`src/rtl/pwm_gen8.sv`:
```
// rtl/pwm_gen8.sv - 8-channel double-buffered PWM generator with per-channel end-of-period pulse
module pwm_gen8 #(
  parameter int CH = 8,
  parameter int W  = 32
) (
  input  logic            clk,
  input  logic            rst,
  input  logic [CH-1:0]   en_in,
  input  logic [CH*W-1:0] t_in,
  input  logic [CH*W-1:0] d_in,
  output logic [CH-1:0]   pwm_out,
  output logic [CH-1:0]   period_done,
  output logic            busy
);

  localparam logic [W-1:0] ONE = {{(W-1){1'b0}}, 1'b1};

  logic r_busy;

  for (genvar g = 0; g < CH; g++) begin : g_ch
    logic [W-1:0] r_cnt;
    logic [W-1:0] r_tsh;
    logic [W-1:0] r_dsh;
    logic         r_pwm;
    logic         r_done;
    logic [W-1:0] w_t;
    logic [W-1:0] w_d;
    logic         w_wrap;

    assign w_t    = t_in[g*W +: W];
    assign w_d    = d_in[g*W +: W];
    assign w_wrap = (r_cnt == r_tsh - ONE);

    // Shadows only reload while idle/degenerate or at a wrap, so a frame is never altered mid-flight.
    always_ff @(posedge clk) begin
      if (rst) begin
        r_cnt  <= '0;
        r_tsh  <= '0;
        r_dsh  <= '0;
        r_pwm  <= 1'b0;
        r_done <= 1'b0;
      end else if (!en_in[g] || r_tsh == '0) begin
        r_cnt  <= '0;
        r_tsh  <= w_t;
        r_dsh  <= w_d;
        r_pwm  <= 1'b0;
        r_done <= 1'b0;
      end else begin
        r_pwm <= (r_cnt < r_dsh);
        if (w_wrap) begin
          r_cnt  <= '0;
          r_done <= 1'b1;
          r_tsh  <= w_t;
          r_dsh  <= w_d;
        end else begin
          r_cnt  <= r_cnt + ONE;
          r_done <= 1'b0;
        end
      end
    end

    assign pwm_out[g]     = r_pwm;
    assign period_done[g] = r_done;
  end

  always_ff @(posedge clk) begin
    if (rst) r_busy <= 1'b0;
    else     r_busy <= |en_in;
  end

  assign busy = r_busy;

endmodule

```
`config.mk`:
```
export PLATFORM = sky130hd
export DESIGN_NAME = pwm_gen8
export DESIGN_NICKNAME = d
export VERILOG_FILES = /design/src/rtl/pwm_gen8.sv
export SDC_FILE = /design/constraint.sdc
export NUM_CORES = 2
export LEC_CHECK = 0
export ABC_AREA = 1
export CAP_MARGIN = 20
export CORE_MARGIN = 3
export CORE_UTILIZATION = 30
export CTS_CLUSTER_DIAMETER = 80
export DETAILED_ROUTE_END_ITERATION = 8
export HOLD_SLACK_MARGIN = 0.12
export PLACE_DENSITY_LB_ADDON = 0.12
export SYNTH_ARGS = -nofsm -noshare
export SYNTH_HDL_FRONTEND = slang
export SYNTH_SLANG_ARGS = --single-unit
```
`constraint.sdc`:
```
create_clock -name clk -period 4.23 [get_ports clk]
set_input_delay 0.846 -clock clk [delete_from_list [all_inputs] [get_ports clk]]
set_output_delay 0.846 -clock clk [all_outputs]
set_load 0.005 [all_outputs]
```
==> metrics.md <==
| Metric | Value |
|---|---|
| Num ports | `539` |
| Max-Cap Viols | `0` |
| Status | `finished clean` |
| Critical R2R Launch | `g_ch[5].r_tsh[0]$_SDFFE_PP0P_` |
| Top_reg_cell synth | `dfxtp_1` |
| Min Tclk post-route | `3.384 ns` |
| Number of global-route vias before repair | `48,349` |
| Fraction of layout cells with a size suffix above 1 | `4.345%` |
| DIE AREA | `177,800 um2` |
| Largest family of logic cells by synthesized area | `simple AND/OR/NAND/NOR gates` |
| Die Ht | `421.7 um` |
| Routed WL per cell | `16.73 um` |
| Hold EP | `g_ch[4].r_cnt[0]$_SDFF_PP0_` |
| Overall Power | `20.79 mW` |
| XOR/XNOR Fraction of Synth Area | `9.375%` |
| Crit Path Class | `reg2reg` |
| Fin Clk Skew | `0.02698 ns` |
| Post-CTS Setup Inserts | `0` |
| Combinational Power Share | `16.7%` |
| Slew Limit Headroom | `42.79%` |
| LEAKAGE | `28.20 nW` |
| CTS clk-pin slew, worst paths | `0.06 ns` |
| Sequential Power Share | `38.7%` |
| Startpoint types | `flip-flop` |
| Final worst-path cycle share | `80.00%` |
| Num CTS Buffers | `107` |
| Register bit total from synthesis | `785` |
| Synth Instances | `8,010` |
| RSZ-0062 raised after global routing | `false` |
| Syn_nets | `8,796` |
| Initial antenna violation count | `51` |
| EDFF count, synth | `0` |
| Endpoints failing setup | `0` |
| Post-layout util | `36.72%` |
| CTS tree | `done` |
| Avg Inst Size Synth | `6.473 um2` |
| Die X-Extent | `421.7 um` |
| Post-synth top cells | `nand2_1, nor2_1, inv_1, dfxtp_1, nand3_1` |
| Detail Route Antenna Nets | `0` |
| Worst-margin pin slew | `0.8582 ns` |
| CTS max path bufs | `3` |
| WP data required | `4.83 ns` |
| CP endpoint kind | `flip-flop` |
| R2R Setup Slk | `0.85 ns` |
| Final hold violation count | `0` |
| Row cnt | `151` |
| H-tree depth | `3` |
| Critical R2R Capture | `g_ch[5].r_tsh[13]$_SDFFE_PP0P_` |
| DRC Markers | `0` |
| Max Fclk | `295.5 MHz` |
| Setup TNS | `0 ns` |
| Initial DRC Count | `2,774` |
| Routability cong. | `0.9070` |
| PD cells | `332.0 nW/um2` |
| Int Power | `14.71 mW` |
| Vias per cell | `4.648` |
| Crit path top cell by count | `nor2_1` |
| First-pass GRT wire length | `280.8 mm` |
| WHS Path Cells | `1` |
| Synth Area in Compound Gates | `8.912%` |
| Grt ovf | `0` |
| Worst Path Arrival | `3.98 ns` |
| Via Count | `50,100` |
| Post-Synth Simple-Gate Area | `34.11%` |
| P&R area growth vs syn | `20.82%` |
| Initial Utilization | `30.39%` |
| Synth area leader | `dfxtp_1` |
| Mux share of post-synthesis cell area | `0%` |
| # port buffers | `538` |
| Crit-path cells | `inv_2 -> ha_1 -> nand3_1 -> nor2_2 -> nand2_1 -> nor2_1 -> nand2_1 -> xor2_1 -> nand3_1 -> nor2_1 -> nand3_4 -> buf_4 -> a21oi_1 -> nor2_1` |
| Clk pwr share | `44.6%` |
| Synth async-reset ratio | `0%` |
| CP max stage delay | `0.42 ns` |
| DPL Wire Length | `139.2 mm` |
| Synth warnings | `0` |
| Most common cell in the netlist | `nand2_1` |
| Sw power | `6.090 mW` |
| Top-area cell type share of the netlist area | `30.31%` |
| CTS Root Cell | `clkbuf_16` |
| Post-synthesis sequential area ratio | `30.31%` |
| Overall routing resource usage | `19.63%` |
| Clk sinks | `785` |
| Switching share of power | `29.28%` |
| Critical-path top delay cell | `buf_4` |
| First-pass DRT Iterations | `6` |
| Slew Limit Fails | `0` |
| Worst Hold Class | `reg2reg` |
| Synth cell types | `54` |
| Mapped Area | `51,850 um2` |
| Routed WL | `180.3 mm` |
| Hold_buf cts | `0` |
| Post-cts gate resize count | `0` |
| Max rail drop VDD | `0.0002976 V` |
| Largest net degree at the start of global routing | `131` |
| Synthesized-area fraction occupied by adder cells | `6.371%` |
| Core area | `170,600 um2` |
| Fin nets | `9,167` |
| Synth area leaders | `dfxtp_1, nand2_1, nor2_1, nand3_1, inv_1` |
| Hold path start | `g_ch[4].r_cnt[0]$_SDFF_PP0_` |
| Critical Path Fanout Max | `47` |
| Cells on worst reg2reg path | `14` |
| Clock latency on the worst-skew pair | `0.73 ns` |
## stage by stage
| stage | cells | hold WS, ns | area (um2) | worst slack [ns] |
|---|---|---|---|---|
| final | 10779 | 0.4874 | 62640 | 0.8458 |
| after global routing | 10778 | 0.5168 | 62640 | 0.4409 |
| after CTS | 10765 | 0.4918 | 62610 | 0.8046 |
| after detailed placement | 10567 | 0.4784 | 59020 | 0.7707 |
| after global placement | 10566 | 0.4716 | 59010 | 0.7338 |
| after floorplan | 8010 | 0.4454 | 51850 | 1.955 |
## worst max-delay path, delay by kind of cell, from the launching register on
kind	cells	cell delay (ns)
AND/OR/NAND/NOR	9	1.64
adder cells (fa/ha/maj)	1	0.21
AO/OA/AOI/OAI	1	0.28
buffers and inverters	2	0.50
flip-flops	1	0.30
XOR/XNOR	1	0.30
## cell usage in the layout (no fill, tap or decap), types with 15 or more instances in the layout
cell,netlist,routed
a21oi_1,702,702
buf_4,37,47
clkbuf_1,119,21
clkbuf_16,0,108
clkbuf_8,0,18
clkdlybuf4s50_1,0,538
clkinv_2,0,18
dfxtp_1,785,785
ha_1,264,264
inv_1,980,980
inv_2,19,18
nand2_1,1583,1582
nand3_1,778,773
nand3b_1,17,17
nand4_1,123,123
nor2_1,1427,1426
nor2_2,26,26
nor2_4,14,15
nor3_1,117,117
nor4_1,23,23
o21ai_0,69,69
o21ai_1,17,17
o21bai_1,23,23
or2_2,33,33
xnor2_1,166,166
xor2_1,389,389
## logic make-up (layout without fill, tap and decap cells)
logic type | Yosys count | in the layout
xor+xnor | 555 | 555
other cells | 0 | 14
fa+ha+maj | 264 | 264
simple gates | 4186 | 4186
buf+inv | 1344 | 1804
compound gates | 876 | 876
flops | 785 | 785
## registers in the layout (all words and copies together), names as in the netlist
register,flops
g_ch.r_tsh,256
g_ch.r_done,8
g_ch.r_pwm,8
g_ch.r_cnt,256
g_ch.r_dsh,256
busy,1
## layout make-up
cell class              count  area, um2
diodes                     14      35.03
clock buffers             147       3029
clock inverters            51      563.0
fillers                 18610     108000
inverters                1006       3784
multi-input cells        5881      30620
flip-flops and latches    785      15720
well taps                2295       2872
repair buffers            600       6023
## power by group through the flow
stage          combinational (mW)  sequential [mW]  clock, mW
2_1_floorplan                2.27             8.09          0
3_3_place_gp                 3.47             8.21          0
3_5_place_dp                 3.48             8.21          0
4_1_cts                      3.51             8.05       9.63
5_1_grt                      3.96             8.08       9.90
6_report                     3.47             8.05       9.28
## metal layers
metal	wire (um)	share of wire [%]	track usage, %	vias to the layer above
met4	5477	3.0	6.257	0
met5	0	0	0	-
li1	-	-	-	26226
met3	5651	3.1	2.438	293
met2	88880	49	34.78	888
met1	80340	45	24.59	22693
## worst max path at each step
stage / startpoint / end / slack [ns] / cells past startpoint
finish: g_ch[5].r_tsh[0]$_SDFFE_PP0P_ / g_ch[5].r_tsh[13]$_SDFFE_PP0P_ / 0.85 / 14
global route: g_ch[5].r_tsh[0]$_SDFFE_PP0P_ / g_ch[5].r_tsh[13]$_SDFFE_PP0P_ / 0.44 / 14
detailed placement: en_in[3] / g_ch[3].r_pwm$_SDFF_PP0_ / 0.77 / 6
floorplan: g_ch[5].r_tsh[0]$_SDFFE_PP0P_ / g_ch[5].r_tsh[11]$_SDFFE_PP0P_ / 1.96 / 15
global placement: en_in[3] / g_ch[3].r_pwm$_SDFF_PP0_ / 0.73 / 6
CTS: g_ch[5].r_tsh[0]$_SDFFE_PP0P_ / g_ch[5].r_tsh[6]$_SDFFE_PP0P_ / 0.80 / 14
Note: power is estimated with default switching activity, not from simulation.
